==> config.mk <==
export PLATFORM = sky130hd
export DESIGN_NAME = threshold_monitor
export DESIGN_NICKNAME = d
export VERILOG_FILES = /design/src/rtl/threshold_monitor_pkg.sv /design/src/rtl/sat_counter.sv /design/src/rtl/threshold_monitor.sv
export SDC_FILE = /design/constraint.sdc
export NUM_CORES = 1
export LEC_CHECK = 0
export BUFFER_PORTS_ARGS = -buffer_cell sky130_fd_sc_hd__buf_2
export CAP_MARGIN = 20
export CORE_MARGIN = 3
export CORE_UTILIZATION = 57
export DETAILED_ROUTE_END_ITERATION = 8
export HOLD_SLACK_MARGIN = 0.08
export PLACE_DENSITY = 0.9
export SLEW_MARGIN = 20
export SYNTH_ARGS = -nofsm -noshare
export SYNTH_HDL_FRONTEND = slang
export SYNTH_SLANG_ARGS = --single-unit
export TNS_END_PERCENT = 5
==> constraint.sdc <==
create_clock -name clk -period 4.87 [get_ports clk]
set_input_delay 0.487 -clock clk [delete_from_list [all_inputs] [get_ports clk]]
set_output_delay 0.487 -clock clk [all_outputs]
set_load 0.01 [all_outputs]
==> src/rtl/threshold_monitor_pkg.sv <==
// Shared definitions for the threshold monitor: FSM state encoding and a
// ceiling-log2 helper used to size the debounce counter.
package threshold_monitor_pkg;

    localparam logic [1:0] BELOW   = 2'd0;
    localparam logic [1:0] PEND_UP = 2'd1;
    localparam logic [1:0] ABOVE   = 2'd2;
    localparam logic [1:0] PEND_DN = 2'd3;

    function automatic int clog2(input int value);
        int r;
        r = 0;
        for (int i = 0; i < 31; i++) begin
            if ((1 << i) < value) begin
                r = i + 1;
            end
        end
        return r;
    endfunction

endpackage

==> src/rtl/sat_counter.sv <==
// Saturating up-counter with synchronous clear; clear wins over increment.
module sat_counter #(
    parameter int CNT_W = 8
) (
    input  logic             clk,
    input  logic             rst_n,
    input  logic             inc,
    input  logic             clr,
    output logic [CNT_W-1:0] q
);

    always_ff @(posedge clk or negedge rst_n) begin
        if (!rst_n) begin
            q <= '0;
        end else if (clr) begin
            q <= '0;
        end else if (inc && (q != '1)) begin
            q <= q + CNT_W'(1);
        end
    end

endmodule

==> src/rtl/threshold_monitor.sv <==
// Debounced threshold comparator with hysteresis, edge pulses and a
// saturating count of rising crossings.
//
// state   | meaning
// BELOW   | idle below threshold, waiting for first sample > thresh
// PEND_UP | counting consecutive valid samples > thresh
// ABOVE   | asserted, waiting for first sample < lower
// PEND_DN | counting consecutive valid samples < lower (above still 1)
module threshold_monitor
    import threshold_monitor_pkg::*;
#(
    parameter int WIDTH    = 7,
    parameter int DEBOUNCE = 2,
    parameter int CNT_W    = 8
) (
    input  logic             clk,
    input  logic             rst_n,
    input  logic             sample_valid,
    input  logic [WIDTH-1:0] sample,
    input  logic [WIDTH-1:0] thresh,
    input  logic [WIDTH-1:0] hyst,
    input  logic             clr_cnt,
    output logic             above,
    output logic             rise_pulse,
    output logic             fall_pulse,
    output logic [CNT_W-1:0] cross_cnt
);

    localparam int DB_W = (clog2(DEBOUNCE + 1) < 1) ? 1 : clog2(DEBOUNCE + 1);

    logic [1:0]       state, state_nxt;
    logic [DB_W-1:0]  db_cnt, db_nxt;
    logic [WIDTH-1:0] lower;
    logic             enter_q, exit_q, db_last;
    logic             rise_evt, fall_evt;

    // lower clamps at zero, which makes the exit condition unreachable
    assign lower   = (thresh > hyst) ? (thresh - hyst) : '0;
    assign enter_q = sample_valid && (sample > thresh);
    assign exit_q  = sample_valid && (sample < lower);
    assign db_last = ((int'(db_cnt) + 1) == DEBOUNCE);

    always_comb begin
        state_nxt = state;
        db_nxt    = db_cnt;
        case (state)
            BELOW: begin
                if (enter_q) begin
                    if (DEBOUNCE == 1) begin
                        state_nxt = ABOVE;
                    end else begin
                        state_nxt = PEND_UP;
                        db_nxt    = DB_W'(1);
                    end
                end
            end
            PEND_UP: begin
                if (enter_q) begin
                    if (db_last) begin
                        state_nxt = ABOVE;
                        db_nxt    = '0;
                    end else begin
                        db_nxt = db_cnt + DB_W'(1);
                    end
                end else if (sample_valid) begin
                    state_nxt = BELOW;
                    db_nxt    = '0;
                end
            end
            ABOVE: begin
                if (exit_q) begin
                    if (DEBOUNCE == 1) begin
                        state_nxt = BELOW;
                    end else begin
                        state_nxt = PEND_DN;
                        db_nxt    = DB_W'(1);
                    end
                end
            end
            PEND_DN: begin
                if (exit_q) begin
                    if (db_last) begin
                        state_nxt = BELOW;
                        db_nxt    = '0;
                    end else begin
                        db_nxt = db_cnt + DB_W'(1);
                    end
                end else if (sample_valid) begin
                    state_nxt = ABOVE;
                    db_nxt    = '0;
                end
            end
            default: begin
                state_nxt = BELOW;
                db_nxt    = '0;
            end
        endcase
    end

    // state bit 1 is set exactly in ABOVE and PEND_DN
    assign above    = state[1];
    assign rise_evt = ~state[1] & state_nxt[1];
    assign fall_evt = state[1] & ~state_nxt[1];

    always_ff @(posedge clk or negedge rst_n) begin
        if (!rst_n) begin
            state      <= BELOW;
            db_cnt     <= '0;
            rise_pulse <= 1'b0;
            fall_pulse <= 1'b0;
        end else begin
            state      <= state_nxt;
            db_cnt     <= db_nxt;
            rise_pulse <= rise_evt;
            fall_pulse <= fall_evt;
        end
    end

    sat_counter #(
        .CNT_W(CNT_W)
    ) u_cross_cnt (
        .clk  (clk),
        .rst_n(rst_n),
        .inc  (rise_evt),
        .clr  (clr_cnt),
        .q    (cross_cnt)
    );

endmodule

==> results of run 1 <==
## per-stage QoR
stage	util	hold slack [ns]	cells	setup slack (ns)	cell area [um2]
after floorplan	-	0.191	161	1.69	1370
final	0.712	0.441	226	1.65	1610
after CTS	0.712	0.430	226	1.67	1610
after detailed placement	0.691	0.403	221	1.37	1560
after global routing	0.712	0.446	226	1.43	1610
after global placement	0.691	0.391	221	1.49	1560
## placed cells by master (no fill, tap or decap), types with 3 or more instances in the layout
cell type	count
xnor2_1	3
nor2_1	7
dfrtp_1	14
nand2_1	15
nand4_1	3
a21oi_1	17
o21ai_0	5
nand3_1	7
ha_1	22
inv_1	22
buf_2	35
clkbuf_4	3
o31ai_1	3
a21o_1	4
or4_1	5
## layer usage
| metal | global-route usage | share of wire |
|---|---|---|
| met5 | 0 | 0 |
| met4 | 0.105 | 0.023 |
| met3 | 0.0349 | 0.041 |
| met2 | 0.402 | 0.52 |
| met1 | 0.259 | 0.42 |
## sequential cells by signal, summed over array words and instances (netlist names)
register and flops:
fall_pulse 1, state 2, u_cross_cnt.q 8, db_cnt 2, rise_pulse 1
## layout make-up
type | instances | area share
Tap cell | 28 | 0.0218
Clock buffer | 4 | 0.0226
Timing Repair Buffer | 36 | 0.115
Multi-Input combinational cell | 122 | 0.571
Sequential cell | 14 | 0.218
Inverter | 22 | 0.0514
## critical path, cell delays in order
cell and delay [ns]:
buf_2 0.11, inv_1 0.08, ha_1 0.14, inv_1 0.05
fa_1 0.39, a21o_2 0.20, a21oi_1 0.21, o21bai_1 0.09
a21oi_1 0.17, xnor2_1 0.13, nand2_1 0.08, ha_1 0.30
nand4_1 0.12, o21ai_0 0.11, a221o_1 0.35, a211o_1 0.28
a31oi_1 0.15
## logic make-up after synthesis
| logic type | count (synthesis) |
|---|---|
| multiplexers | 2 |
| flip-flops | 14 |
| adder cells (fa/ha/maj) | 23 |
| AND/OR/NAND/NOR | 46 |
| AO/OA/AOI/OAI | 46 |
| XOR/XNOR | 5 |
| buffers and inverters | 25 |
## power by group through the flow
stage               combinational, uW  clock (uW)  sequential (uW)
global placement                  138           0              148
detailed placement                145           0              148
floorplan                         102           0              147
CTS                               147        90.1              147
global route                      166        95.1              148
finish                            147        88.6              147
## worst paths after layout
| kind | start | endpoint | slack (ns) |
|---|---|---|---|
| min in group asynchronous | rst_n | u_cross_cnt.q[7]$_DFFE_PN0P_ | 0.61 |
| max in group asynchronous | rst_n | u_cross_cnt.q[3]$_DFFE_PN0P_ | 4.01 |
| worst min-delay path | sample_valid | db_cnt[1]$_DFFE_PN0P_ | 0.44 |
| worst max-delay path | thresh[0] | db_cnt[1]$_DFFE_PN0P_ | 1.65 |
| worst min register to register | db_cnt[1]$_DFFE_PN0P_ | db_cnt[1]$_DFFE_PN0P_ | 0.54 |
| worst max register to register | u_cross_cnt.q[2]$_DFFE_PN0P_ | u_cross_cnt.q[5]$_DFFE_PN0P_ | 2.99 |
==> flow_metrics.tcl, run 1 <==
set metrics [dict create \
    ys.flop_type "dfrtp_1" \
    cellInternalPower_uw 242 \
    synthMuxAreaShare 0.0165 \
    yosys.area.top_type_share 0.256 \
    crit_required_ns 5.09 \
    period_needed_ns 3.22 \
    skew_ns 0.00710 \
    gp_congestion 0.837 \
    cts_resized 0 \
    setup_tns_ns 0 \
    cts_made_buffers 3 \
    clkSinkCount 14 \
    yosys-top-cells-count "ha_1 (22), inv_1 (22), a21oi_1 (17)" \
    slew_violations 0 \
    drive_gt1_frac 0.247 \
    grt_pass1_wl_um 4920 \
    tightest_slew_ns 0.597 \
    ir_worst_vdd_mv 0.198 \
    cts_tree "built" \
    dieArea_um2 3020 \
    diodes 0 \
    hold_class "primary input to register" \
    grt_start_max_net_pins 16 \
    synthCells 161 \
    core_um2 2250 \
    power_uw 383 \
    drc 0 \
    ys_types 41 \
    antenna_found_initial 0 \
    setup_violations 0 \
    vias 1337 \
    cts_root_buf "clkbuf_4" \
    fin_nets 247 \
    row_count 17 \
    synth_area_um2 1370 \
    seqCellArea_um2 350 \
    clk_transition_reported_paths_ns 0.09 \
    cp.arrival_ns 3.43 \
    status "complete, no violations" \
    synth_compound_area_frac 0.223 \
    synth-adder-area-share 0.216 \
    ys_seq_elements 14 \
    ys_seq_area_frac 0.256 \
    drt_iter0_drc 30 \
    drt-total-wl_um 3130 \
    wl_per_cell_um 13.8 \
    synthXorXnorAreaFrac 0.0320 \
    die_y_um 55.0 \
    drtAntennaViolNets 0 \
    avgSynthCellArea_um2 8.49 \
    period_share 0.660 \
    synth-simple-area-share 0.182 \
    setup.worst_path.start_class "primary input" \
    cts_htree_levels 1 \
    sw_frac_of_total 0.368 \
    power_density_nw_per_um2 239 \
    io_buffers 35 \
    power_frac_seq 0.385 \
    via_per_inst 5.92 \
    endpoint_kind "register" \
    path_max_fanout 5 \
    start_util 0.607 \
    synth_nets 209 \
    multi_input_area_um2 916 \
    synth_top_family_by_area "compound AO/OA/AOI/OAI gates" \
    clockBufferDepth 2 \
    dr.pass1.iters 5 \
    grt_use_total 0.225 \
    timing.fmax_ghz 0.311 \
    grt-ovfl-total 0 \
    die_w_um 55.0 \
    async_flop_share 1.00 \
    p_leak_uw 0.000839 \
    insertion_delay_ns 0.29 \
    hold_depth 2 \
    synthTopCellsByArea "dfrtp_1 (26%), ha_1 (20%), a21oi_1 (6.2%)" \
    area_growth_pct 17.4 \
    p_comb_frac 0.384 \
    finalHoldViolations 0 \
    reg2reg_depth 5 \
    io_pins 36 \
    cap_violations 0 \
    slew_headroom 0.601 \
    switching_power_uw 141 \
    synth_enable_flop_cells 0 \
    yosysWarnings 0 \
    yosysTopAreaCell "dfrtp_1" \
    path_class "primary input to register" \
    grt_pass1_vias 1241 \
    hpwl_um 2550 \
    cts_hold_buffers 1 \
    nFillCells 186 \
    p_clk_frac 0.231 \
    rsz0062_at_grt "no" \
    cts_setup_buffers 0 \
]
Power figures use the tool's default switching activity.
==> run 2: changes to the inputs <==
ABC_AREA = 1   (was unset)
CORE_UTILIZATION = 54   (was 57)
PLACE_DENSITY = 0.85   (was 0.9)
clock period = 3.2 ns   (was 4.87 ns; I/O delays follow)
==> run 2 against run 1 <==
Against the previous run:
- non-clock buffer count unchanged
- via count is 9.1% higher
- worst setup slack worse by 1.2 ns
- final cell count grew 29%
- largest power group is now combinational logic
- largest cell class unchanged
==> flow_metrics.tcl, run 2 <==
set metrics [dict create \
    largest_reg_flops 8 \
    die_w_um 60.0 \
    period_needed_ns 2.79 \
    final_cell_mix "nand2_1 (49), inv_1 (40), buf_2 (35)" \
    mostFrequentLayoutCell "nand2_1" \
    fin_util 0.694 \
    area_growth_pct 15.3 \
    drive_gt1_frac 0.215 \
    p_comb_frac 0.519 \
    synth_enable_flop_cells 0 \
    cts_setup_buffers 0 \
    critPathTopFamily "compound AO/OA/AOI/OAI gates" \
    endpoint_kind "register" \
    path_buf_inv 3 \
    yosys-top-cells-count "nand2_1 (49), inv_1 (40), nand3_1 (23)" \
    yosys.area.top_type_share 0.223 \
    tightest_slew_ns 0.400 \
    cap_violations 0 \
    cp_common_cell "nand2_1" \
    grt_use_total 0.192 \
    via_per_inst 5.01 \
    vias 1459 \
    sw_frac_of_total 0.445 \
    drc 0 \
    slew_violations 0 \
    wl_per_cell_um 10.7 \
    ys_types 34 \
    period_share 0.872 \
    power_uw 677 \
    clockBufferDepth 2 \
    timing.fmax_ghz 0.359 \
    yosysWarnings 0 \
    nFillCells 249 \
    clk_transition_reported_paths_ns 0.08 \
    power_density_nw_per_um2 374 \
    ir_worst_vdd_mv 0.374 \
    gp_congestion 0.828 \
    insertion_delay_ns 0.28 \
    avgSynthCellArea_um2 7.05 \
    grt_pass1_wl_um 5390 \
    dr.pass1.iters 4 \
    hpwl_um 2610 \
    drt-total-wl_um 3100 \
    antenna_found_initial 0 \
    yosysMostFrequentCell "nand2_1" \
    cp.arrival_ns 2.96 \
    hold_depth 3 \
    setup_tns_ns 0 \
    crit_cells 21 \
    core_um2 2610 \
    cts_htree_levels 1 \
    finalHoldViolations 0 \
    cts_made_buffers 3 \
    async_flop_share 1.00 \
    cts_hold_buffers 1 \
    fin_nets 311 \
    max_stage_delay_ns 0.40 \
    ys.flop_type "dfrtp_1" \
    io_pins 36 \
    switching_power_uw 301 \
    crit_required_ns 3.37 \
    hold_class "primary input to register" \
    skew_ns 0.00500 \
    io_buffers 35 \
    reg2reg_depth 9 \
    synth_nets 271 \
    drt_iter0_drc 67 \
    ys_seq_elements 14 \
    p_clk_frac 0.146 \
    cts_tree "built" \
    setup_violations 0 \
    cellInternalPower_uw 376 \
    row_count 18 \
    start_util 0.602 \
    stdcell_count 291 \
    power_frac_seq 0.335 \
    setup.worst_path.start_class "primary input" \
    path_class "primary input to register" \
    grt_pass1_vias 1312 \
    crit_chain "buf_2 -> inv_1 -> ha_1 -> inv_1 -> fa_1 -> a21oi_1 -> o21bai_1 -> nand2_1 -> nand2_1 -> a21oi_1 -> a21boi_0 -> o21ai_0 -> ha_1 -> nand2_1 -> nor2_1 -> a211oi_2 -> nand3_4 -> nand2_4 -> nand2_4 -> o21ai_1 -> nand2_1" \
    yosysTopAreaCell "dfrtp_1" \
    drtAntennaViolNets 0 \
    status "complete, no violations" \
    synth_area_um2 1570 \
    p_leak_uw 0.00109 \
    synthTopCellsByArea "dfrtp_1 (22%), ha_1 (18%), nand2_1 (12%)" \
    cts_resized 0 \
    slowest_stage "fa_1" \
    die_y_um 60.0 \
    top_regs "u_cross_cnt.q: 8 flops, db_cnt: 2 flops, state: 2 flops" \
    synthCells 223 \
    path_max_fanout 4 \
    grt-ovfl-total 0 \
    clkSinkCount 14 \
    ys_seq_area_frac 0.223 \
    dieArea_um2 3600 \
    regMostFlops "u_cross_cnt.q" \
    diodes 0 \
    dp.cells 287 \
    rsz0062_at_grt "no" \
    grt_start_max_net_pins 16 \
    cts_root_buf "clkbuf_4" \
    slew_headroom 0.733 \
]
## run 2: cell count changes after synthesis, sizes merged, moves of 3 or more
cell / before / now
a21o: 5 / 1
a21oi: 19 / 8
inv: 22 / 42
nand2: 15 / 55
nand3: 7 / 26
nor2: 7 / 17
o21ai: 7 / 10
o31ai: 3 / 0
or4: 5 / 0
xnor2: 3 / 0
xor2: 2 / 7
## run 2: layer usage
layer / track usage / part of all wire / wire length [um]
met5: 0 / 0 / 0
met1: 0.271 / 0.49 / 1520
met4: 0.0190 / 0 / 0
met2: 0.307 / 0.46 / 1420
met3: 0.0454 / 0.051 / 159
## run 2: area by class of cell
| class | instances | area [um2] | share of cell area |
|---|---|---|---|
| Multi-Input combinational cell | 165 | 1050 | 0.581 |
| Sequential cell | 14 | 350 | 0.193 |
| Timing Repair Buffer | 36 | 185 | 0.102 |
| Inverter | 43 | 164 | 0.0904 |
| Tap cell | 30 | 37.5 | 0.0207 |
| Clock buffer | 3 | 22.5 | 0.0124 |
## run 2: worst paths after layout
kind,to,start,slack [ns]
worst min register to register,db_cnt[0]$_DFFE_PN0P_,db_cnt[0]$_DFFE_PN0P_,0.55
min in group asynchronous,db_cnt[0]$_DFFE_PN0P_,rst_n,0.45
worst min-delay path,fall_pulse$_DFF_PN0_,sample_valid,0.39
worst max register to register,u_cross_cnt.q[5]$_DFFE_PN0P_,u_cross_cnt.q[0]$_DFFE_PN0P_,1.51
max in group asynchronous,u_cross_cnt.q[7]$_DFFE_PN0P_,rst_n,2.50
worst max-delay path,db_cnt[0]$_DFFE_PN0P_,thresh[0],0.41
## run 2: per-stage QoR
stage / cell area, um2 / setup WS, ns / hold slack [ns]
after global placement: 1780 / 0.196 / 0.236
after detailed placement: 1780 / 0.118 / 0.236
final: 1810 / 0.411 / 0.386
after global routing: 1810 / 0.125 / 0.371
after floorplan: 1570 / 0.464 / 0.0244
after CTS: 1810 / 0.404 / 0.375
## run 2: logic make-up after synthesis
kind of cell             count (synthesis)  synth area share
AND/OR/NAND/NOR                        111             0.355
buffers and inverters                   44             0.107
AO/OA/AOI/OAI                           24            0.0883
adder cells (fa/ha/maj)                 23             0.188
flip-flops                              14             0.223
XOR/XNOR                                 7            0.0390
## run 2: power groups by stage
stage	logic (uW)	registers, uW	clock network [uW]
floorplan	263	230	0
global placement	343	229	0
detailed placement	350	229	0
CTS	353	226	104
global route	405	231	112
finish	352	227	99.0
## run 2: worst reg2reg max path, delay by kind of cell (launching register included)
kind	cells	cell delay (ns)
buf+inv	2	0.25
flops	1	0.42
simple gates	6	0.72
fa+ha+maj	1	0.25
==> run 3: changes to the inputs <==
CORE_UTILIZATION = 49   (was 54)
PLACE_DENSITY = 0.81   (was 0.85)
clock period = 2.5 ns   (was 3.2 ns; I/O delays follow)
==> run 3 against run 2 <==
Against the previous run:
- core utilization rose by 1.6 points
- via count grew 9.8%
- highest routed layer unchanged
- power grew 38%
- worst setup slack got worse by 0.56 ns
- critical endpoint unchanged
- critical path type unchanged
- clock skew fell by 0.0042 ns
- combinational power rose by 48%
- flip-flop and latch count did not move
- the flow now finishes with violations (setup timing)
==> flow_metrics.tcl, run 3 (same netlist as run 2, synthesis figures left out) <==
set metrics [dict create \
    crit_required_ns 2.67 \
    grt_use_total 0.177 \
    drt-total-wl_um 3350 \
    ir_worst_vdd_mv 0.417 \
    slew_violations 0 \
    p_leak_uw 0.00121 \
    die_y_um 62.7 \
    violations "setup timing" \
    hpwl_um 2730 \
    power_density_nw_per_um2 455 \
    io_pins 36 \
    multi_input_area_um2 1080 \
    nFillCells 262 \
    grt_start_max_net_pins 16 \
    setup_violations 5 \
    grt_pass1_vias 1432 \
    largest_reg_flops 8 \
    cts_tree "built" \
    post-place-ws_ns -0.513 \
    grt-ovfl-total 0 \
    core_um2 2900 \
    mostFrequentLayoutCell "nand2_1" \
    final_area_um2 2060 \
    antenna_found_initial 0 \
    final_cell_mix "nand2_1 (48), inv_1 (38), buf_2 (34)" \
    status "complete, but fails checks" \
    top_regs "u_cross_cnt.q: 8 flops, db_cnt: 2 flops, state: 2 flops" \
    drt_iter0_drc 69 \
    finalHoldViolations 0 \
    start_util 0.542 \
    period_needed_ns 2.65 \
    cap_violations 0 \
    place_area_um2 1960 \
    area_growth_pct 30.9 \
    diodes 0 \
    timing.fmax_ghz 0.377 \
    cp.arrival_ns 2.83 \
    via_per_inst 4.88 \
    insertion_delay_ns 0.27 \
    die_w_um 62.7 \
    seqCellArea_um2 350 \
    path_max_fanout 4 \
    tightest_slew_ns 0.429 \
    drive_gt1_frac 0.315 \
    hold_ws_ns 0.373 \
    drtAntennaViolNets 0 \
    path_class "primary input to register" \
    clk_transition_reported_paths_ns 0.08 \
    slew_headroom 0.714 \
    setup.worst_path.start_class "primary input" \
    dieArea_um2 3930 \
    wl_per_cell_um 10.2 \
    io_buffers 35 \
    fin_ws_ns -0.152 \
    gp_congestion 0.793 \
    regMostFlops "u_cross_cnt.q" \
    vias 1602 \
    setup_tns_ns -0.507 \
    dr.pass1.iters 4 \
    endpoint_kind "register" \
    cts_htree_levels 1 \
    period_share 1.06 \
    fin_nets 336 \
    grt_pass1_wl_um 5940 \
    clkSinkCount 14 \
    cts_root_buf "clkbuf_4" \
    hold_class "primary input to register" \
    skew_ns 0.000816 \
    rsz0062_at_grt "yes" \
    power_uw 937 \
    drc 0 \
    clockBufferDepth 2 \
    row_count 19 \
    cts_made_buffers 3 \
]
run 3: cell count changes in the layout (fill, tap and decap cells not counted), sizes merged:
cell	delta
buf	+25
run 3: final timing paths:
kind	from	to	slack (ns)	depth (start not counted)
max	thresh[0]	db_cnt[0]$_DFFE_PN0P_	-0.15	21
min	sample_valid	state[0]$_DFFE_PN0P_	0.37	4
max reg2reg	db_cnt[0]$_DFFE_PN0P_	u_cross_cnt.q[1]$_DFFE_PN0P_	0.85	9
min reg2reg	db_cnt[1]$_DFFE_PN0P_	db_cnt[1]$_DFFE_PN0P_	0.54	2
max in group asynchronous	rst_n	db_cnt[1]$_DFFE_PN0P_	1.87	2
min in group asynchronous	rst_n	state[1]$_DFF_PN0_	0.40	2
run 3: per-stage QoR:
stage,utilization,instances
finish,0.710,328
global route,0.710,328
floorplan,-,223
CTS,0.693,326
detailed placement,0.676,321
global placement,0.676,321
run 3: critical path: stages:
cell and delay [ns]:
buf_8 0.10, inv_4 0.05, ha_4 0.12, inv_2 0.04, fa_2 0.41, a21oi_2 0.15, o21bai_1 0.09, nand2_1 0.09
nand2_1 0.07, a21oi_2 0.16, a21boi_1 0.08, o21ai_1 0.08, ha_1 0.27, nand2_2 0.09, nor2_2 0.04, a211oi_2 0.26
nand3_4 0.15, nand2_4 0.11, nand2_4 0.06, o21ai_2 0.13, nand2_1 0.06
run 3: final cells by class:
| cell class | instances | share of cell area |
|---|---|---|
| Inverter | 43 | 0.0808 |
| Tap cell | 42 | 0.0255 |
| Timing Repair Buffer | 61 | 0.186 |
| Clock buffer | 3 | 0.0109 |
| Multi-Input combinational cell | 165 | 0.527 |
| Sequential cell | 14 | 0.170 |
run 3: per-layer routing:
layer | share of wire | GRT usage | vias to the layer above
li1 | - | - | 849
met1 | 0.49 | 0.238 | 715
met2 | 0.46 | 0.306 | 38
met3 | 0.045 | 0.0360 | 0
met4 | 0 | 0.00826 | 0
met5 | 0 | 0 | -
run 3: timing repair:
item,CTS,global route
setup buffers,1,2
gates cloned,0,0
hold buffers,1,0
setup endpoints to repair,5,5
resized for setup,5,12
hold endpoints to repair,14,0
pin swaps,2,18
run 3: where the power goes:
group	internal [uW]	switching, uW	leakage, uW
clock	55.8	70.8	0.0000138
sequential	257	33.5	0.000187
combinational	215	305	0.00101
